## src/rtl/tinynpu_pkg.sv

```systemverilog
// rtl/tinynpu_pkg.sv - shared encodings for the TinyNPU host loader and controller
package tinynpu_pkg;

    typedef enum logic [1:0] {
        OP_LOAD_X  = 2'd0,
        OP_LOAD_W  = 2'd1,
        OP_RUN_MAC = 2'd2,
        OP_RUN_OUT = 2'd3
    } cmd_op_e;

    typedef enum logic [1:0] {
        CS_LD0 = 2'd0,
        CS_MAC = 2'd1,
        CS_LD1 = 2'd2,
        CS_OUT = 2'd3
    } ctrl_state_e;

    typedef enum logic [2:0] {
        ST_IDLE    = 3'd0,
        ST_LDX     = 3'd1,
        ST_LDW     = 3'd2,
        ST_REQ_MAC = 3'd3,
        ST_REQ_OUT = 3'd4
    } ld_state_e;

endpackage

```

## src/rtl/Reg.sv

```systemverilog
// rtl/Reg.sv - generic enabled register with synchronous active-high clear
module Reg #(
    parameter int W = 1
) (
    input  logic         clk,
    input  logic         rst,
    input  logic         en,
    input  logic [W-1:0] d,
    output logic [W-1:0] q
);

    always_ff @(posedge clk) begin
        if (rst) begin
            q <= '0;
        end else if (en) begin
            q <= d;
        end
    end

endmodule

```

## src/rtl/tinynpu_loader.sv

```systemverilog
// rtl/tinynpu_loader.sv - host command/word sequencer driving TinyNPU load strobes and run requests
// Optional trace ports: TINYNPU_LOADER_TRACE_EN
module tinynpu_loader
    import tinynpu_pkg::*;
#(
    parameter int SIZE = 4,
    parameter int DW   = 8,
    parameter int LENW = 8
) (
    input  logic                    clk,
    input  logic                    rst,
    input  logic                    cmd_val,
    output logic                    cmd_rdy,
    input  logic [1:0]              cmd_op,
    input  logic [$clog2(SIZE)-1:0] cmd_sel,
    input  logic [LENW-1:0]         cmd_len,
    input  logic                    in_val,
    output logic                    in_rdy,
    input  logic [DW-1:0]           in_data,
    input  logic [1:0]              ctrl_state,
    output logic                    x_load_val,
    output logic                    w_load_val,
    output logic [$clog2(SIZE)-1:0] w_load_sel,
    output logic [DW-1:0]           load_data,
    output logic                    mac_val,
    output logic                    out_val,
`ifdef TINYNPU_LOADER_TRACE_EN
    output logic [2:0]              trace_state,
    output logic [LENW-1:0]         trace_cnt,
`endif
    output logic                    busy
);

    localparam int SW = $clog2(SIZE);

    logic [2:0]      state_q, state_d;
    logic [LENW-1:0] cnt_q, cnt_d;
    logic [LENW-1:0] len_q;
    logic [SW-1:0]   sel_q;
    logic            cmd_acc, word_hs, loading;

    assign cmd_acc = cmd_val & cmd_rdy;
    assign word_hs = in_val & in_rdy;

    Reg #(.W(3))    u_state (.clk(clk), .rst(rst), .en(1'b1),    .d(state_d), .q(state_q));
    Reg #(.W(LENW)) u_cnt   (.clk(clk), .rst(rst), .en(1'b1),    .d(cnt_d),   .q(cnt_q));
    Reg #(.W(LENW)) u_len   (.clk(clk), .rst(rst), .en(cmd_acc), .d(cmd_len), .q(len_q));
    Reg #(.W(SW))   u_sel   (.clk(clk), .rst(rst), .en(cmd_acc), .d(cmd_sel), .q(sel_q));

    // Strobes are registered one cycle behind the word handshake.
    Reg #(.W(1))  u_xval (.clk(clk), .rst(rst), .en(1'b1),
                          .d(word_hs && state_q == ST_LDX), .q(x_load_val));
    Reg #(.W(1))  u_wval (.clk(clk), .rst(rst), .en(1'b1),
                          .d(word_hs && state_q == ST_LDW), .q(w_load_val));
    Reg #(.W(SW)) u_wsel (.clk(clk), .rst(rst), .en(word_hs && state_q == ST_LDW),
                          .d(sel_q), .q(w_load_sel));
    Reg #(.W(DW)) u_data (.clk(clk), .rst(rst), .en(word_hs), .d(in_data), .q(load_data));

    always_comb begin
        state_d = state_q;
        cnt_d   = cnt_q;
        loading = (state_q == ST_LDX) || (state_q == ST_LDW);
        cmd_rdy = !rst && (state_q == ST_IDLE) && (ctrl_state == CS_LD0 || ctrl_state == CS_LD1);
        // A zero-length load never opens the word port.
        in_rdy  = !rst && loading && (len_q != '0);
        mac_val = (state_q == ST_REQ_MAC);
        out_val = (state_q == ST_REQ_OUT);
        busy    = (state_q != ST_IDLE);

        case (state_q)
            ST_IDLE: begin
                if (cmd_acc) begin
                    cnt_d = '0;
                    case (cmd_op)
                        OP_LOAD_X:  state_d = ST_LDX;
                        OP_LOAD_W:  state_d = ST_LDW;
                        OP_RUN_MAC: state_d = ST_REQ_MAC;
                        default:    state_d = ST_REQ_OUT;
                    endcase
                end
            end
            ST_LDX, ST_LDW: begin
                if (len_q == '0) begin
                    state_d = ST_IDLE;
                end else if (word_hs) begin
                    cnt_d = cnt_q + LENW'(1);
                    if (cnt_q == len_q - LENW'(1)) begin
                        state_d = ST_IDLE;
                    end
                end
            end
            ST_REQ_MAC: if (ctrl_state == CS_MAC) state_d = ST_IDLE;
            ST_REQ_OUT: if (ctrl_state == CS_OUT) state_d = ST_IDLE;
            default:    state_d = ST_IDLE;
        endcase
    end

`ifdef TINYNPU_LOADER_TRACE_EN
    assign trace_state = state_q;
    assign trace_cnt   = cnt_q;
`endif

endmodule

```

## config.mk

```make
export PLATFORM = sky130hd
export DESIGN_NAME = tinynpu_loader
export DESIGN_NICKNAME = d
export VERILOG_FILES = /design/src/rtl/tinynpu_pkg.sv /design/src/rtl/Reg.sv /design/src/rtl/tinynpu_loader.sv
export SDC_FILE = /design/constraint.sdc
export NUM_CORES = 1
export LEC_CHECK = 0
export CAP_MARGIN = 25
export CORE_AREA = 2 2 57 70
export DETAILED_ROUTE_END_ITERATION = 8
export DIE_AREA = 0 0 59 72
export HOLD_SLACK_MARGIN = 0.06
export PLACE_DENSITY_LB_ADDON = 0.08
export REMOVE_ABC_BUFFERS = 1
export SYNTH_ARGS = -nofsm -noshare
export SYNTH_HDL_FRONTEND = slang
export SYNTH_SLANG_ARGS = --single-unit
```

## constraint.sdc

```tcl
create_clock -name clk -period 2.2 [get_ports clk]
set_input_delay 0.44 -clock clk [delete_from_list [all_inputs] [get_ports clk]]
set_output_delay 0.44 -clock clk [all_outputs]
set_load 0.05 [all_outputs]
```

==> metrics.yaml <==
run_status: "complete, no violations"
synthTopCellsByArea: "dfxtp_1 (40%), nand2_1 (8.9%), nand3b_1 (6.8%), xor2_1 (4.2%), ha_1 (3.8%)"
cp.required_ps: 1760
rows: 24
post_drt_via_cell_ratio: 5.45
peakVddDrop_mv: 0.455
power.switching_w: 0.000330
leakage_nw: 1.01
cts-root-buf: "clkbuf_8"
syn_inst: 194
die_area_mm2: 0.00425
arrival_ps: 1730
synth_cell_types: 42
hpwl_um: 3140
die_y_um: 72
rsz0062_at_grt: "yes"
die_x_um: 59
initial_utilization: 0.467
vias: 1563
final_nets: 278
worst_slew_pin_slew_ps: 511
setup_viol_count_final: 0
diodes: 0
n_fill_cell: 309
grt_max_degree: 21
track_usage: 0.216
drc: 0
seqPwrFrac: 0.468
p_per_area_mw_per_mm2: 578
critical_path_class: "flop to primary output"
synth-seq-cells: 33
clk_path_buf_depth: 2
antenna_left: 0
grt_pass1_vias: 1626
area_delta_synth_final_pct: 39.9
period_share: 0.987
finClkSkew_ps: 9.15
antenna_found_initial: 0
cts_tree: "done"
dominantRegCellSynth: "dfxtp_1"
htreeDepth: 2
met3_usage: 0.0553
busiest_layer: "met2"
setup_tns_ps: 0
drive_gt1_frac: 0.149
clkPwrFrac: 0.375
numClockSinks: 33
syn_area_mm2: 0.00165
grt_use_met2: 0.389
endpoint_kind: "primary output"
wl_per_cell_um: 14.4
cts_made_buffers: 5
yosys_warnings: 0
grt_use_met1: 0.249
synth_async_sr_flop_share: 0
hp-class: "flop to flop"
initialDrtViolationCount: 77
critPathMaxFanout: 4
critPathLaunchType: "flop"
final_hold_viol_count: 0
netlist.area_leader.share: 0.399
slew_violations: 0
wirelength_um: 4140
ioPinCount: 43
io_buffers: 42
gp_congestion: 0.749
fin_crit_ps: 2170
clk_pin_slew_ps: 60
seq_area_frac_synth: 0.399
grt_pass1_wl_um: 7110
drtPass1Iterations: 4
yosys.area.top_type: "dfxtp_1"
clock_latency_ps: 290
relSlewSlack: 0.658
syn_avg_cell_area_um2: 8.53
coreArea_mm2: 0.00354
p_sw_frac: 0.247
drv_cap: 0
synth-edff-count: 0
achievable-frequency_ghz: 0.461
power_w: 0.00134
p_comb_frac: 0.157
globalRouteOverflowTotal: 0
p_int_w: 0.00101
-- kinds of logic after synthesis --
family | count (synthesis) | synth area share
AO/OA/AOI/OAI | 25 | 0.124
XOR/XNOR | 15 | 0.0794
adder cells (fa/ha/maj) | 5 | 0.0378
buffers and inverters | 17 | 0.0499
flip-flops | 33 | 0.399
multiplexers | 2 | 0.0121
AND/OR/NAND/NOR | 97 | 0.297
-- Yosys cell counts (all sizes together), types with 3 or more instances --
master and number:
xnor2 7, inv 7, xor2 8, ha 5
buf 5, dfxtp 33, nand3b 15, nand3 5
o31ai 3, nand2 39, nor3 8, clkbuf 5
a21oi 4, nor2 16
-- cell usage in the layout (no fill, tap or decap), types with 2 or more instances in the layout --
cell,n
a21oi_1,4
and3_1,2
buf_12,2
buf_4,16
clkbuf_8,7
clkdlybuf4s50_1,37
dfxtp_1,31
ha_1,4
inv_1,5
mux2i_1,2
nand2_1,39
nand2b_1,2
nand3_1,4
nand3b_1,15
nor2_1,16
nor3_1,8
nor4_1,2
o2111ai_2,2
o21a_1,2
o22ai_1,2
o31ai_1,3
or3_1,2
xnor2_1,7
xor2_1,8
-- repair_timing --
item                       4_1_cts  5_1_grt
hold buffers                     0        0
setup buffers                    1        4
pin swaps                        1        2
setup endpoints to repair        2        2
gates resized for setup          4        6
-- routing by layer --
layer	wire, µm	share of wire	up-vias
li1	-	-	775
met4	38	0.0092	0
met3	205	0.050	7
met2	2180	0.53	45
met1	1710	0.41	736
met5	0	0	-
-- stage by stage --
| step | util | area, µm² | setup WS [ps] | std cells | hold WS (ps) |
|---|---|---|---|---|---|
| detailed placement | 0.607 | 2150 | 119 | 274 | 464 |
| floorplan | - | 1600 | -249 | 184 | 448 |
| CTS | 0.639 | 2270 | 11.8 | 283 | 478 |
| finish | 0.653 | 2310 | 29.0 | 287 | 476 |
| global placement | 0.607 | 2150 | 178 | 274 | 460 |
| global route | 0.653 | 2310 | -7.94 | 287 | 494 |
-- cell type report --
cell class / count / area (µm²) / area share
Tap cell: 39 / 48.8 / 0.0211
Timing Repair Buffer: 56 / 539 / 0.233
Clock inverter: 1 / 5.00 / 0.00216
Clock buffer: 7 / 96.3 / 0.0416
Multi-Input combinational cell: 144 / 931 / 0.402
Sequential cell: 33 / 666 / 0.288
Inverter: 7 / 28.8 / 0.0124
-- power by group through the flow --
stage               clock network [W]   logic, W  registers (W)
floorplan                           0  0.0000959       0.000640
global placement                    0   0.000188       0.000638
detailed placement                  0   0.000194       0.000638
CTS                          0.000512   0.000201       0.000625
global route                 0.000545   0.000230       0.000627
finish                       0.000502   0.000211       0.000626
-- final timing paths --
| path | to | start | cells after the start | slack, ps |
|---|---|---|---|---|
| max reg2reg | u_cnt.q[4] | u_len.q[0] | 8 | 140 |
| max | in_rdy | u_len.q[0] | 5 | 30 |
| min reg2reg | u_data.q[1] | u_data.q[1] | 2 | 480 |
| min | u_data.q[1] | u_data.q[1] | 2 | 480 |
-- worst max-delay path, cell delays in order, from the launching register on --
cell	delay (ps)
dfxtp_4	360
inv_4	60
ha_4	110
or4b_4	480
o211a_4	280
buf_12	150
-- sequential cells by signal, summed over array words and instances, names as in the netlist --
| name | flops |
|---|---|
| u_cnt.q | 8 |
| u_data.q | 8 |
| u_len.q | 8 |
| u_state.q | 3 |
| u_sel.q | 2 |
| u_wsel.q | 2 |
| u_wval.q | 1 |
| u_xval.q | 1 |
Note: power is estimated with default switching activity, not from simulation.
